===== src/rtl/calculator_pkg.sv =====
// Shared widths and types for the calculator datapath.
// The result packer folds two adder sums into one memory word.
package calculator_pkg;

    localparam int DATA_W        = 32;
    localparam int MEM_WORD_SIZE = 64;

    // Which half of the memory word the next accepted sum will fill.
    typedef enum logic {
        PK_LOWER = 1'b0,
        PK_UPPER = 1'b1
    } pack_state_t;

endpackage


===== src/rtl/word_fifo2.sv =====
// Two-entry first-in first-out buffer with push, pop, full, empty and count.
// It accepts a push while full only when a pop happens in the same cycle.
module word_fifo2 #(
    parameter int WIDTH = 64
) (
    input  logic             clk_i,
    input  logic             rst_i,
    input  logic             push_i,
    input  logic [WIDTH-1:0] data_i,
    input  logic             pop_i,
    output logic [WIDTH-1:0] data_o,
    output logic             full_o,
    output logic             empty_o,
    output logic [1:0]       count_o
);

    logic [WIDTH-1:0] mem_q [2];
    logic [WIDTH-1:0] mem_d [2];
    logic             wr_ptr_q, wr_ptr_d;
    logic             rd_ptr_q, rd_ptr_d;
    logic [1:0]       count_q, count_d;
    logic             do_push;
    logic             do_pop;

    assign full_o  = (count_q == 2'd2);
    assign empty_o = (count_q == 2'd0);
    assign count_o = count_q;
    assign data_o  = mem_q[rd_ptr_q];

    // When full, the write slot is the read slot; the pop reads the old
    // contents this cycle, so overwriting it at the edge keeps order intact.
    always_comb begin
        do_pop   = pop_i && !empty_o;
        do_push  = push_i && (!full_o || do_pop);
        mem_d    = mem_q;
        wr_ptr_d = wr_ptr_q;
        rd_ptr_d = rd_ptr_q;
        count_d  = count_q;
        if (do_push) begin
            mem_d[wr_ptr_q] = data_i;
            wr_ptr_d        = ~wr_ptr_q;
        end
        if (do_pop) begin
            rd_ptr_d = ~rd_ptr_q;
        end
        if (do_push && !do_pop) begin
            count_d = count_q + 2'd1;
        end else if (do_pop && !do_push) begin
            count_d = count_q - 2'd1;
        end
    end

    always_ff @(posedge clk_i or posedge rst_i) begin
        if (rst_i) begin
            mem_q[0] <= '0;
            mem_q[1] <= '0;
            wr_ptr_q <= 1'b0;
            rd_ptr_q <= 1'b0;
            count_q  <= 2'd0;
        end else begin
            mem_q    <= mem_d;
            wr_ptr_q <= wr_ptr_d;
            rd_ptr_q <= rd_ptr_d;
            count_q  <= count_d;
        end
    end

endmodule


===== src/rtl/result_packer.sv =====
// Packs pairs of 32-bit sums into 64-bit memory words {upper, lower},
// buffering up to two finished words and supporting a zero-padded flush.
module result_packer
    import calculator_pkg::*;
(
    input  logic                     clk_i,
    input  logic                     rst_i,
    input  logic                     in_valid,
    input  logic [DATA_W-1:0]        in_data,
    output logic                     in_ready,
    input  logic                     flush_i,
    output logic                     out_valid,
    output logic [MEM_WORD_SIZE-1:0] out_data,
    input  logic                     out_ready,
    output logic                     half_o,
    output logic [1:0]               count_o,
    output logic                     empty_o
);

    pack_state_t              state_q, state_d;
    logic [DATA_W-1:0]        lower_q, lower_d;
    logic                     accept;
    logic                     has_space;
    logic                     flush_push;
    logic                     push;
    logic                     pop;
    logic [MEM_WORD_SIZE-1:0] push_data;
    logic                     fifo_full;
    logic                     fifo_empty;

    assign half_o    = (state_q == PK_UPPER);
    assign out_valid = !fifo_empty;
    assign empty_o   = fifo_empty && !half_o;
    assign pop       = out_valid && out_ready;

    // A pop in the same cycle frees the slot a completed word needs.
    always_comb begin
        has_space  = !fifo_full || out_ready;
        in_ready   = !half_o || has_space;
        accept     = in_valid && in_ready;
        flush_push = half_o && flush_i && !accept && has_space;
        push       = (half_o && accept) || flush_push;
        push_data  = accept ? {in_data, lower_q} : {{DATA_W{1'b0}}, lower_q};
        state_d    = state_q;
        lower_d    = lower_q;
        unique case (state_q)
            PK_LOWER: begin
                if (accept) begin
                    lower_d = in_data;
                    state_d = PK_UPPER;
                end
            end
            PK_UPPER: begin
                if (push) begin
                    state_d = PK_LOWER;
                end
            end
            default: state_d = PK_LOWER;
        endcase
    end

    always_ff @(posedge clk_i or posedge rst_i) begin
        if (rst_i) begin
            state_q <= PK_LOWER;
            lower_q <= '0;
        end else begin
            state_q <= state_d;
            lower_q <= lower_d;
        end
    end

    word_fifo2 #(
        .WIDTH(MEM_WORD_SIZE)
    ) u_fifo (
        .clk_i   (clk_i),
        .rst_i   (rst_i),
        .push_i  (push),
        .data_i  (push_data),
        .pop_i   (pop),
        .data_o  (out_data),
        .full_o  (fifo_full),
        .empty_o (fifo_empty),
        .count_o (count_o)
    );

endmodule


===== config.mk =====
export PLATFORM = sky130hd
export DESIGN_NAME = result_packer
export DESIGN_NICKNAME = d
export VERILOG_FILES = /design/src/rtl/calculator_pkg.sv /design/src/rtl/word_fifo2.sv /design/src/rtl/result_packer.sv
export SDC_FILE = /design/constraint.sdc
export NUM_CORES = 1
export LEC_CHECK = 0
export BUFFER_PORTS_ARGS = -buffer_cell sky130_fd_sc_hd__buf_2
export CORE_ASPECT_RATIO = 0.6
export CORE_UTILIZATION = 51
export DETAILED_ROUTE_END_ITERATION = 6
export PLACE_DENSITY = 0.85
export REMOVE_ABC_BUFFERS = 1
export SKIP_CTS_REPAIR_TIMING = 1
export SLEW_MARGIN = 40
export SYNTH_ARGS = -nofsm -noshare
export SYNTH_HDL_FRONTEND = slang
export SYNTH_SLANG_ARGS = --single-unit

===== constraint.sdc =====
create_clock -name clk_i -period 4.6 [get_ports clk_i]
set_input_delay 0.23 -clock clk_i [delete_from_list [all_inputs] [get_ports clk_i]]
set_output_delay 0.23 -clock clk_i [all_outputs]
set_load 0.01 [all_outputs]

==> results.sh, run 1 <==
export IMPL_h_tree_depth=4
export IMPL_ys_seq_elements=165
export IMPL_drc=0
export IMPL_synthTopCellsByArea="dfrtp_1 (57%), mux2_2 (31%), mux2_1 (4.1%)"
export IMPL_drv_cap=0
export IMPL_vias=4222
export IMPL_holdPathEnd="lower_q[15]$_DFFE_PP0P_"
export IMPL_layout_drive_gt1_share_pct=58.84
export IMPL_rrSetupSlack_ns=2.52
export IMPL_synthToLayoutAreaGrowth_pct=18.10
export IMPL_grt_pass1_wl_mm=23.58
export IMPL_drtIter0Drc=154
export IMPL_met1_usage_pct=29.43
export IMPL_final_util_pct=61.98
export IMPL_whs_ns=0.05883
export IMPL_ys_seq_area_share_pct=57.22
export IMPL_num_io_pins=107
export IMPL_max_freq_mhz=395.4
export IMPL_critical_path_class="flop to primary output"
export IMPL_regToRegStartpoint="half_o$_DFF_PP0_"
export IMPL_reg2reg_depth=4
export IMPL_end_kind="primary output"
export IMPL_worst_hold_startpoint="in_data[15]"
export IMPL_min_period_ns=2.529
export IMPL_antenna_found_initial=1
export IMPL_ys_types=21
export IMPL_place_inst=747
export IMPL_initial_core_util_pct=52.48
export IMPL_cts_num_sinks=165
export IMPL_grt_max_degree=123
export IMPL_viasPerCell=5.406
export IMPL_cellPowerDensity_nw_per_um2=786.4
export IMPL_syn_area_um2=7216
export IMPL_die_width_um=155.6
export IMPL_tns_ns=0
export IMPL_path_delay_family="flip-flops"
export IMPL_rsz0062_at_grt="no"
export IMPL_final_setup_viol_count=0
export IMPL_gp_congestion=0.7713
export IMPL_crit_fanout=41
export IMPL_ir_drop_mv=0.3581
export IMPL_slew_viol_final=0
export IMPL_fillers=1050
export IMPL_slowest_stage="dfrtp_4"
export IMPL_root_buffer="clkbuf_16"
export IMPL_die_h_um=94.14
export IMPL_overflow=0
export IMPL_firstDrtPassIters=4
export IMPL_clock_latency_ns=0.42
export IMPL_hold_path_class="input pin to flop"
export IMPL_grt_pass1_vias=4473
export IMPL_tightest_slew_ns=0.6770
export IMPL_finalHoldViolations=0
export IMPL_dp_final_hpwl_mm=9.432
export IMPL_grt_use_met2_pct=34.57
export IMPL_path_cells="buf_4 -> mux2_2 -> buf_2"
export IMPL_skew_ns=0.008410
export IMPL_syn_instance_count=471
export IMPL_num_rows=33
export IMPL_cts_buffers=17
export IMPL_regToRegEndpoint="u_fifo.mem_q[54]$_DFFE_PP0P_"
export IMPL_finalCritPeriodShare_pct=54.98
export IMPL_leakagePower_nw=4.011
export IMPL_arrival_ns=2.30
export IMPL_dpl_cell_area_um2=7885
export IMPL_crit_required_ns=4.37
export IMPL_stdcell_area_um2=8522
export IMPL_yosysWarnings=0
export IMPL_cts_tree="yes"
export IMPL_netlist_area_leader_share_pct=57.22
export IMPL_busiest_layer="met2"
export IMPL_cts_buffer_depth=2
export IMPL_wl_per_cell_um=19.27
export IMPL_coreArea_um2=13750
export IMPL_io_buffers=106
export IMPL_syn_avg_cell_area_um2=15.32
export IMPL_yosys_area_top_type="dfrtp_1"
export IMPL_cp_slowest_stage_delay_ns=0.83
export IMPL_layout_nets=613
export IMPL_worstHoldPathCells=2
export IMPL_status="finished, final reports clean"
export IMPL_path_buf_inv=2
export IMPL_slew_headroom_pct=54.87
export IMPL_grt_total_usage_pct=21.68
export IMPL_die_area_um2=14640
export IMPL_routed_wl_mm=15.05
export IMPL_clk_pin_slew_worst_paths_ns=0.06
export IMPL_detail_route_antenna_nets=0
export IMPL_worstSetupStartpointType="flop"
export IMPL_layout_cells_non_filler=781
export IMPL_gr_usage_met3_pct=5.720
placed cells by master (no fill, tap or decap), drive strengths merged, types with 2 or more instances in the layout:
cell type	instances
mux2	224
dfrtp	165
buf	114
and3	32
clkbuf	24
nor2	5
clkinv	5
bufinv	4
xor2	3
nor3b	2
xnor2	2
stage by stage:
step                total power [mW]  setup WS, ns
floorplan                      4.352        -1.566
global placement               5.045         2.108
detailed placement             5.248         2.171
CTS                            6.757         2.038
global route                   7.069         1.977
finish                         6.701         2.071
worst max path at each step:
stage               slack, ns                           end                           from  depth (start not counted)
finish                   2.07                  out_data[55]    u_fifo.rd_ptr_q$_DFFE_PP0P_                          3
global route             1.98                  out_data[55]    u_fifo.rd_ptr_q$_DFFE_PP0P_                          3
CTS                      2.04                  out_data[55]    u_fifo.rd_ptr_q$_DFFE_PP0P_                          3
detailed placement       2.17  u_fifo.mem_q[32]$_DFFE_PP0P_                       in_valid                          5
global placement         2.11  u_fifo.mem_q[36]$_DFFE_PP0P_                       in_valid                          5
floorplan               -1.57  u_fifo.mem_q[12]$_DFFE_PP0P_  u_fifo.count_o[1]$_DFFE_PP0P_                          3
area by class of cell:
| cell class | instances | area (µm²) | share of cell area (%) |
|---|---|---|---|
| diodes | 1 | 2.502 | 0.02936 |
| clock buffers | 24 | 471.7 | 5.535 |
| clock inverters | 8 | 147.6 | 1.732 |
| inverters | 1 | 16.27 | 0.1909 |
| multi-input cells | 275 | 2879 | 33.78 |
| flip-flops and latches | 165 | 4133 | 48.50 |
| well taps | 192 | 240.2 | 2.819 |
| repair buffers | 115 | 631.9 | 7.414 |
flip-flops by register name, summed over array words and instances, names as in the netlist:
| signal | count |
|---|---|
| u_fifo.count_o | 2 |
| u_fifo.mem_q | 128 |
| half_o | 1 |
| u_fifo.rd_ptr_q | 1 |
| lower_q | 32 |
| u_fifo.wr_ptr_q | 1 |
synthesized netlist by cell type:
master,count
mux2_2,198
dfrtp_1,165
and3_1,32
mux2_1,26
buf_6,12
clkbuf_1,9
buf_2,8
nor2_1,5
xor2_1,3
xnor2_1,2
buf_4,1
ha_1,1
inv_1,1
nand2_1,1
nand4bb_1,1
nor2b_1,1
nor3_4,1
nor3b_1,1
nor3b_2,1
o21ai_1,1
or2_2,1
power by group:
group / switching [mW] / internal, mW / total [mW] / leakage (nW)
combinational: 1.12 / 1.46 / 2.58 / 1.69
clock: 0.552 / 0.939 / 1.49 / 0.302
sequential: 0.467 / 2.16 / 2.63 / 2.02
logic make-up after synthesis:
| group | share of synthesized area [%] |
|---|---|
| muxes | 34.96 |
| DFF | 57.22 |
| and+or+nand+nor | 3.919 |
| buffers and inverters | 3.052 |
| xor gates and xnor gates | 0.6070 |
| AOI/OAI and AO/OA | 0.06929 |
| adders and majority gates | 0.1734 |
routing by layer:
| metal | vias to the layer above | routed length [µm] | share of wire [%] |
|---|---|---|---|
| li1 | 1884 | - | - |
| met1 | 2217 | 7141 | 47 |
| met2 | 113 | 7090 | 47 |
| met3 | 8 | 744 | 4.9 |
| met4 | 0 | 73 | 0.49 |
| met5 | - | 0 | 0 |
(Power assumes the default switching activity.)
==> run 2, diff against run 1 <==
==> constraint.sdc (replaced) <==
create_clock -name clk_i -period 2 [get_ports clk_i]
set_input_delay 0.1 -clock clk_i [delete_from_list [all_inputs] [get_ports clk_i]]
set_output_delay 0.1 -clock clk_i [all_outputs]
set_load 0.01 [all_outputs]
==> run 2 against run 1 <==
  * Total power rose by 130%
  * Sequential power is 120% higher
  * Cell count rose by 4.9%
  * Combinational power increased by 140%
  * Worst hold slack worse by 0.056 ns
  * Sequential share of layout area is 2.4 points lower
  * Core utilization grew 3.1 points
  * Register-to-register slack got worse by 2.4 ns
  * Design area rose by 5.1%
  * Die area unchanged
  * Wire length grew 0.74%
  * Critical path type is now flop to flop
  * Largest power group is now combinational cells
==> results.sh, run 2 (synthesis results as in run 1) <==
export IMPL_status="finished, final reports clean"
export IMPL_cellPowerDensity_nw_per_um2=1745
export IMPL_num_rows=33
export IMPL_initial_core_util_pct=52.48
export IMPL_leakagePower_nw=4.184
export IMPL_final_setup_viol_count=0
export IMPL_overflow=0
export IMPL_cts_num_sinks=165
export IMPL_viasPerCell=5.325
export IMPL_rsz0062_at_grt="no"
export IMPL_crit_fanout=32
export IMPL_regMostFlops="u_fifo.mem_q"
export IMPL_grt_max_degree=53
export IMPL_slew_viol_final=0
export IMPL_skew_ns=0.008058
export IMPL_h_tree_depth=4
export IMPL_arrival_ns=2.13
export IMPL_grt_use_met2_pct=34.98
export IMPL_grt_pass1_wl_mm=24.10
export IMPL_routed_wl_mm=15.16
export IMPL_finalCritPeriodShare_pct=92.07
export IMPL_busiest_layer="met2"
export IMPL_p_int_mw=10.64
export IMPL_p_clk_share_pct=22.2
export IMPL_layout_cells_most_common="mux2_2"
export IMPL_largest_reg_flops=128
export IMPL_slowest_stage="dfrtp_1"
export IMPL_dp_final_hpwl_mm=9.610
export IMPL_path_delay_family="flip-flops"
export IMPL_min_period_ns=1.841
export IMPL_synthToLayoutAreaGrowth_pct=24.07
export IMPL_die_h_um=94.14
export IMPL_layout_nets=652
export IMPL_drc=0
export IMPL_firstDrtPassIters=6
export IMPL_cts_buffers=17
export IMPL_worst_slack_ns=0.1586
export IMPL_drtIter0Drc=226
export IMPL_power_frac_seq_pct=37.5
export IMPL_ir_drop_mv=0.9620
export IMPL_path_cells="o21ai_1 -> nor3b_2 -> buf_12 -> mux2_2"
export IMPL_io_buffers=106
export IMPL_worstSetupStartpointType="flop"
export IMPL_root_buffer="clkbuf_16"
export IMPL_layout_drive_gt1_share_pct=56.94
export IMPL_grt_total_usage_pct=21.65
export IMPL_power_switching_mw=4.976
export IMPL_cts_buffer_depth=2
export IMPL_tightest_slew_ns=0.4852
export IMPL_clk_pin_slew_worst_paths_ns=0.06
export IMPL_die_area_um2=14640
export IMPL_p_sw_share_pct=31.86
export IMPL_path_buf_inv=1
export IMPL_pwr_share_comb_pct=40.3
export IMPL_place_inst=754
export IMPL_num_io_pins=107
export IMPL_vias=4361
export IMPL_finalHoldViolations=0
export IMPL_antenna_cells=0
export IMPL_crit_required_ns=2.29
export IMPL_grt_pass1_vias=4607
export IMPL_coreArea_um2=13750
export IMPL_antenna_found_initial=0
export IMPL_wl_per_cell_um=18.51
export IMPL_detail_route_antenna_nets=0
export IMPL_die_width_um=155.6
export IMPL_met1_usage_pct=29.35
export IMPL_hold_path_class="input pin to flop"
export IMPL_cts_tree="yes"
export IMPL_gp_congestion=0.7911
export IMPL_place_ws_ns=0.1780
export IMPL_clock_latency_ns=0.41
export IMPL_slew_headroom_pct=67.65
export IMPL_layout_cells_non_filler=819
export IMPL_critical_path_class="flop to flop"
export IMPL_mostFrequentLayoutCells="mux2_2 (198), dfrtp_1 (164), buf_2 (106), dlygate4sd3_1 (33), and3_1 (32)"
export IMPL_max_freq_mhz=543.1
export IMPL_gr_usage_met3_pct=5.258
export IMPL_end_kind="flop"
export IMPL_drv_cap=0
export IMPL_cp_slowest_stage_delay_ns=0.47
## run 2: cell count changes in the layout (fill, tap and decap cells not counted), moves of 2 or more
cell / change
inv_6: +2
buf_4: +3
clkinvlp_4: +5
buf_12: +7
clkinv_4: -2
clkbuf_1: -4
dlygate4sd3_1: +32
## run 2: stage by stage
step                setup TNS (ns)  util, %  instance area, µm²  hold slack (ns)  total power, mW
floorplan                  -757.90        -                6999           0.2250            10.06
global placement                 0    58.10                7989           0.1561            11.80
detailed placement               0    58.10                7989           0.1717            12.18
CTS                              0    62.71                8622          -0.2619            15.70
global route                     0    65.11                8952         0.001242            16.51
finish                           0    65.11                8952         0.003100            15.62
## run 2: metal layers
metal  wire (µm)  up-vias
li1            -     1974
met1        7198     2268
met2        7063      108
met3         784       11
met4         115        0
met5           0        -
## run 2: layout make-up
| type | instances | area, µm² |
|---|---|---|
| fillers | 973 | 4797 |
| well taps | 192 | 240.2 |
| clock inverters | 12 | 176.4 |
| multi-input cells | 275 | 2879 |
| inverters | 1 | 8.758 |
| repair buffers | 154 | 1061 |
| flip-flops and latches | 165 | 4130 |
| clock buffers | 20 | 456.7 |
## run 2: path summary, 6_finish.rpt
path                                         startpoint                      endpoint  slack (ns)  depth (start not counted)
setup / recovery                       half_o$_DFF_PP0_   u_fifo.mem_q[9]$_DFFE_PP0P_        0.16                          4
hold / removal                                out_ready   u_fifo.rd_ptr_q$_DFFE_PP0P_       0.003                          3
setup reg to reg                       half_o$_DFF_PP0_   u_fifo.mem_q[9]$_DFFE_PP0P_        0.16                          4
hold reg to reg            u_fifo.mem_q[41]$_DFFE_PP0P_  u_fifo.mem_q[41]$_DFFE_PP0P_        0.48                          1
max in group asynchronous                         rst_i       lower_q[30]$_DFFE_PP0P_        0.94                          4
min in group asynchronous                         rst_i       lower_q[15]$_DFFE_PP0P_        0.28                          3
## run 2: power groups by stage
stage | clock network (mW) | registers, mW | logic, mW
floorplan | 0 | 5.85 | 4.21
global placement | 0 | 5.74 | 6.06
detailed placement | 0 | 5.90 | 6.28
CTS | 3.51 | 5.86 | 6.32
global route | 3.68 | 6.08 | 6.75
finish | 3.47 | 5.86 | 6.29
## run 2: worst reg2reg max path, stage by stage (launching register included)
cell and delay (ns):
dfrtp_1 0.47, o21ai_1 0.21, nor3b_2 0.39, buf_12 0.27, mux2_2 0.39
==> run 3, diff against run 2 <==
--- a/config.mk
+++ b/config.mk
@@ -10,7 +10,6 @@
 export CORE_UTILIZATION = 51
 export DETAILED_ROUTE_END_ITERATION = 6
 export PLACE_DENSITY = 0.85
-export REMOVE_ABC_BUFFERS = 1
 export SKIP_CTS_REPAIR_TIMING = 1
 export SLEW_MARGIN = 40
 export SYNTH_ARGS = -nofsm -noshare
==> run 3 against run 2 <==
  * Wire length fell by 0.16%
  * Global-route usage rose by 0.75 points
  * Core utilization fell by 0.65 points
  * Sequential power barely moved
  * Register-to-register slack improved by 0.03 ns
  * Critical endpoint is now out_data[36]
  * Clock power fell by 15%
  * Critical path type is now flop to primary output
  * Total power fell by 3.6%
==> results.sh, run 3 (synthesis results as in run 1) <==
export IMPL_min_period_ns=1.842
export IMPL_gp_congestion=0.7742
export IMPL_cellPowerDensity_nw_per_um2=1698
export IMPL_finalCritPeriodShare_pct=92.08
export IMPL_drv_cap=0
export IMPL_layout_drive_gt1_share_pct=56.46
export IMPL_layout_nets=652
export IMPL_num_io_pins=107
export IMPL_dpl_cell_area_um2=8000
export IMPL_overflow=0
export IMPL_leakagePower_nw=4.148
export IMPL_vias=4362
export IMPL_antenna_found_initial=1
export IMPL_slew_viol_final=0
export IMPL_cp_slowest_stage_delay_ns=0.42
export IMPL_skew_ns=0.009247
export IMPL_crit_fanout=65
export IMPL_die_h_um=94.14
export IMPL_final_util_pct=64.46
export IMPL_clk_pin_slew_worst_paths_ns=0.06
export IMPL_grt_pass1_wl_mm=24.41
export IMPL_slowest_stage="mux2_2"
export IMPL_regMostFlops="u_fifo.mem_q"
export IMPL_largest_reg_flops=128
export IMPL_num_rows=33
export IMPL_antenna_cells=0
export IMPL_worstSetupStartpointType="flop"
export IMPL_initial_core_util_pct=52.48
export IMPL_cts_buffers=17
export IMPL_firstDrtPassIters=4
export IMPL_cts_num_sinks=165
export IMPL_rsz0062_at_grt="no"
export IMPL_final_setup_viol_count=0
export IMPL_whs_ns=0.02792
export IMPL_layout_cells_most_common="mux2_2"
export IMPL_tns_ns=0
export IMPL_root_buffer="clkbuf_16"
export IMPL_mostFrequentLayoutCells="mux2_2 (198), dfrtp_1 (164), buf_2 (106), dlygate4sd3_1 (33), and3_1 (32)"
export IMPL_coreArea_um2=13750
export IMPL_drtIter0Drc=240
export IMPL_tightest_slew_ns=0.6511
export IMPL_ir_drop_mv=0.9929
export IMPL_worst_slack_ns=0.1583
export IMPL_synthToLayoutAreaGrowth_pct=22.84
export IMPL_end_kind="primary output"
export IMPL_max_freq_mhz=543.0
export IMPL_cts_buffer_depth=2
export IMPL_place_ws_ns=0.2068
export IMPL_dp_final_hpwl_mm=9.730
export IMPL_path_cells="buf_12 -> mux2_2 -> buf_2"
export IMPL_power_mw=15.05
export IMPL_grt_max_degree=66
export IMPL_cts_tree="yes"
export IMPL_hold_path_class="input pin to flop"
export IMPL_syn_nets=509
export IMPL_io_buffers=106
export IMPL_detail_route_antenna_nets=0
export IMPL_wl_per_cell_um=18.48
export IMPL_status="finished, final reports clean"
export IMPL_h_tree_depth=4
export IMPL_layout_cells_non_filler=819
export IMPL_critical_path_class="flop to primary output"
export IMPL_grt_total_usage_pct=22.40
export IMPL_stdcell_area_um2=8864
export IMPL_die_area_um2=14640
export IMPL_slew_headroom_pct=56.50
export IMPL_finalHoldViolations=0
export IMPL_clock_latency_ns=0.42
export IMPL_drc=0
export IMPL_grt_pass1_vias=4634
export IMPL_viasPerCell=5.326
export IMPL_arrival_ns=1.74
export IMPL_crit_required_ns=1.90
export IMPL_routed_wl_mm=15.14
export IMPL_place_inst=754
export IMPL_die_width_um=155.6
[run 3: cell count changes in the layout (fill, tap and decap cells not counted), sizes merged]
cell	previous run	this run
inv	2	0
clkbuf	20	24
bufinv	4	0
clkinv	2	5
clkinvlp	5	4
[run 3: worst paths after layout]
| path | startpoint | end | slack (ns) | depth (start not counted) |
|---|---|---|---|---|
| worst max-delay path | u_fifo.rd_ptr_q$_DFFE_PP0P_ | out_data[36] | 0.16 | 3 |
| worst min-delay path | out_ready | u_fifo.rd_ptr_q$_DFFE_PP0P_ | 0.03 | 3 |
| worst max register to register | u_fifo.count_o[1]$_DFFE_PP0P_ | u_fifo.mem_q[60]$_DFFE_PP0P_ | 0.19 | 4 |
| worst min register to register | u_fifo.mem_q[56]$_DFFE_PP0P_ | u_fifo.mem_q[56]$_DFFE_PP0P_ | 0.48 | 1 |
| max in group asynchronous | rst_i | u_fifo.mem_q[127]$_DFFE_PP0P_ | 1.02 | 4 |
| min in group asynchronous | rst_i | u_fifo.mem_q[91]$_DFFE_PP0P_ | 0.32 | 3 |
[run 3: final cells by class]
type / instances / area (µm²)
clock buffers: 24 / 481.7
clock inverters: 8 / 51.30
fillers: 996 / 4886
inverters: 1 / 7.507
multi-input cells: 275 / 2879
flip-flops and latches: 165 / 4130
well taps: 192 / 240.2
repair buffers: 154 / 1074
[run 3: worst max-delay path, delay by kind of cell (launching register included)]
| kind | cells | cell delay, ns |
|---|---|---|
| buffers and inverters | 2 | 0.50 |
| DFF | 1 | 0.38 |
| muxes | 1 | 0.42 |
[run 3: layer usage]
metal  track usage (%)  vias to the layer above  wire (µm)
met5                 0                        -          0
met4             5.392                        0         90
met3             7.196                       10        818
met2             35.50                      106       7147
met1             30.00                     2265       7080
li1                  -                     1981          -
[run 3: power breakdown]
part | internal [mW] | total [mW] | switching [mW]
combinational | 3.48 | 6.25 | 2.77
clock | 1.68 | 2.95 | 1.27
sequential | 4.97 | 5.86 | 0.887
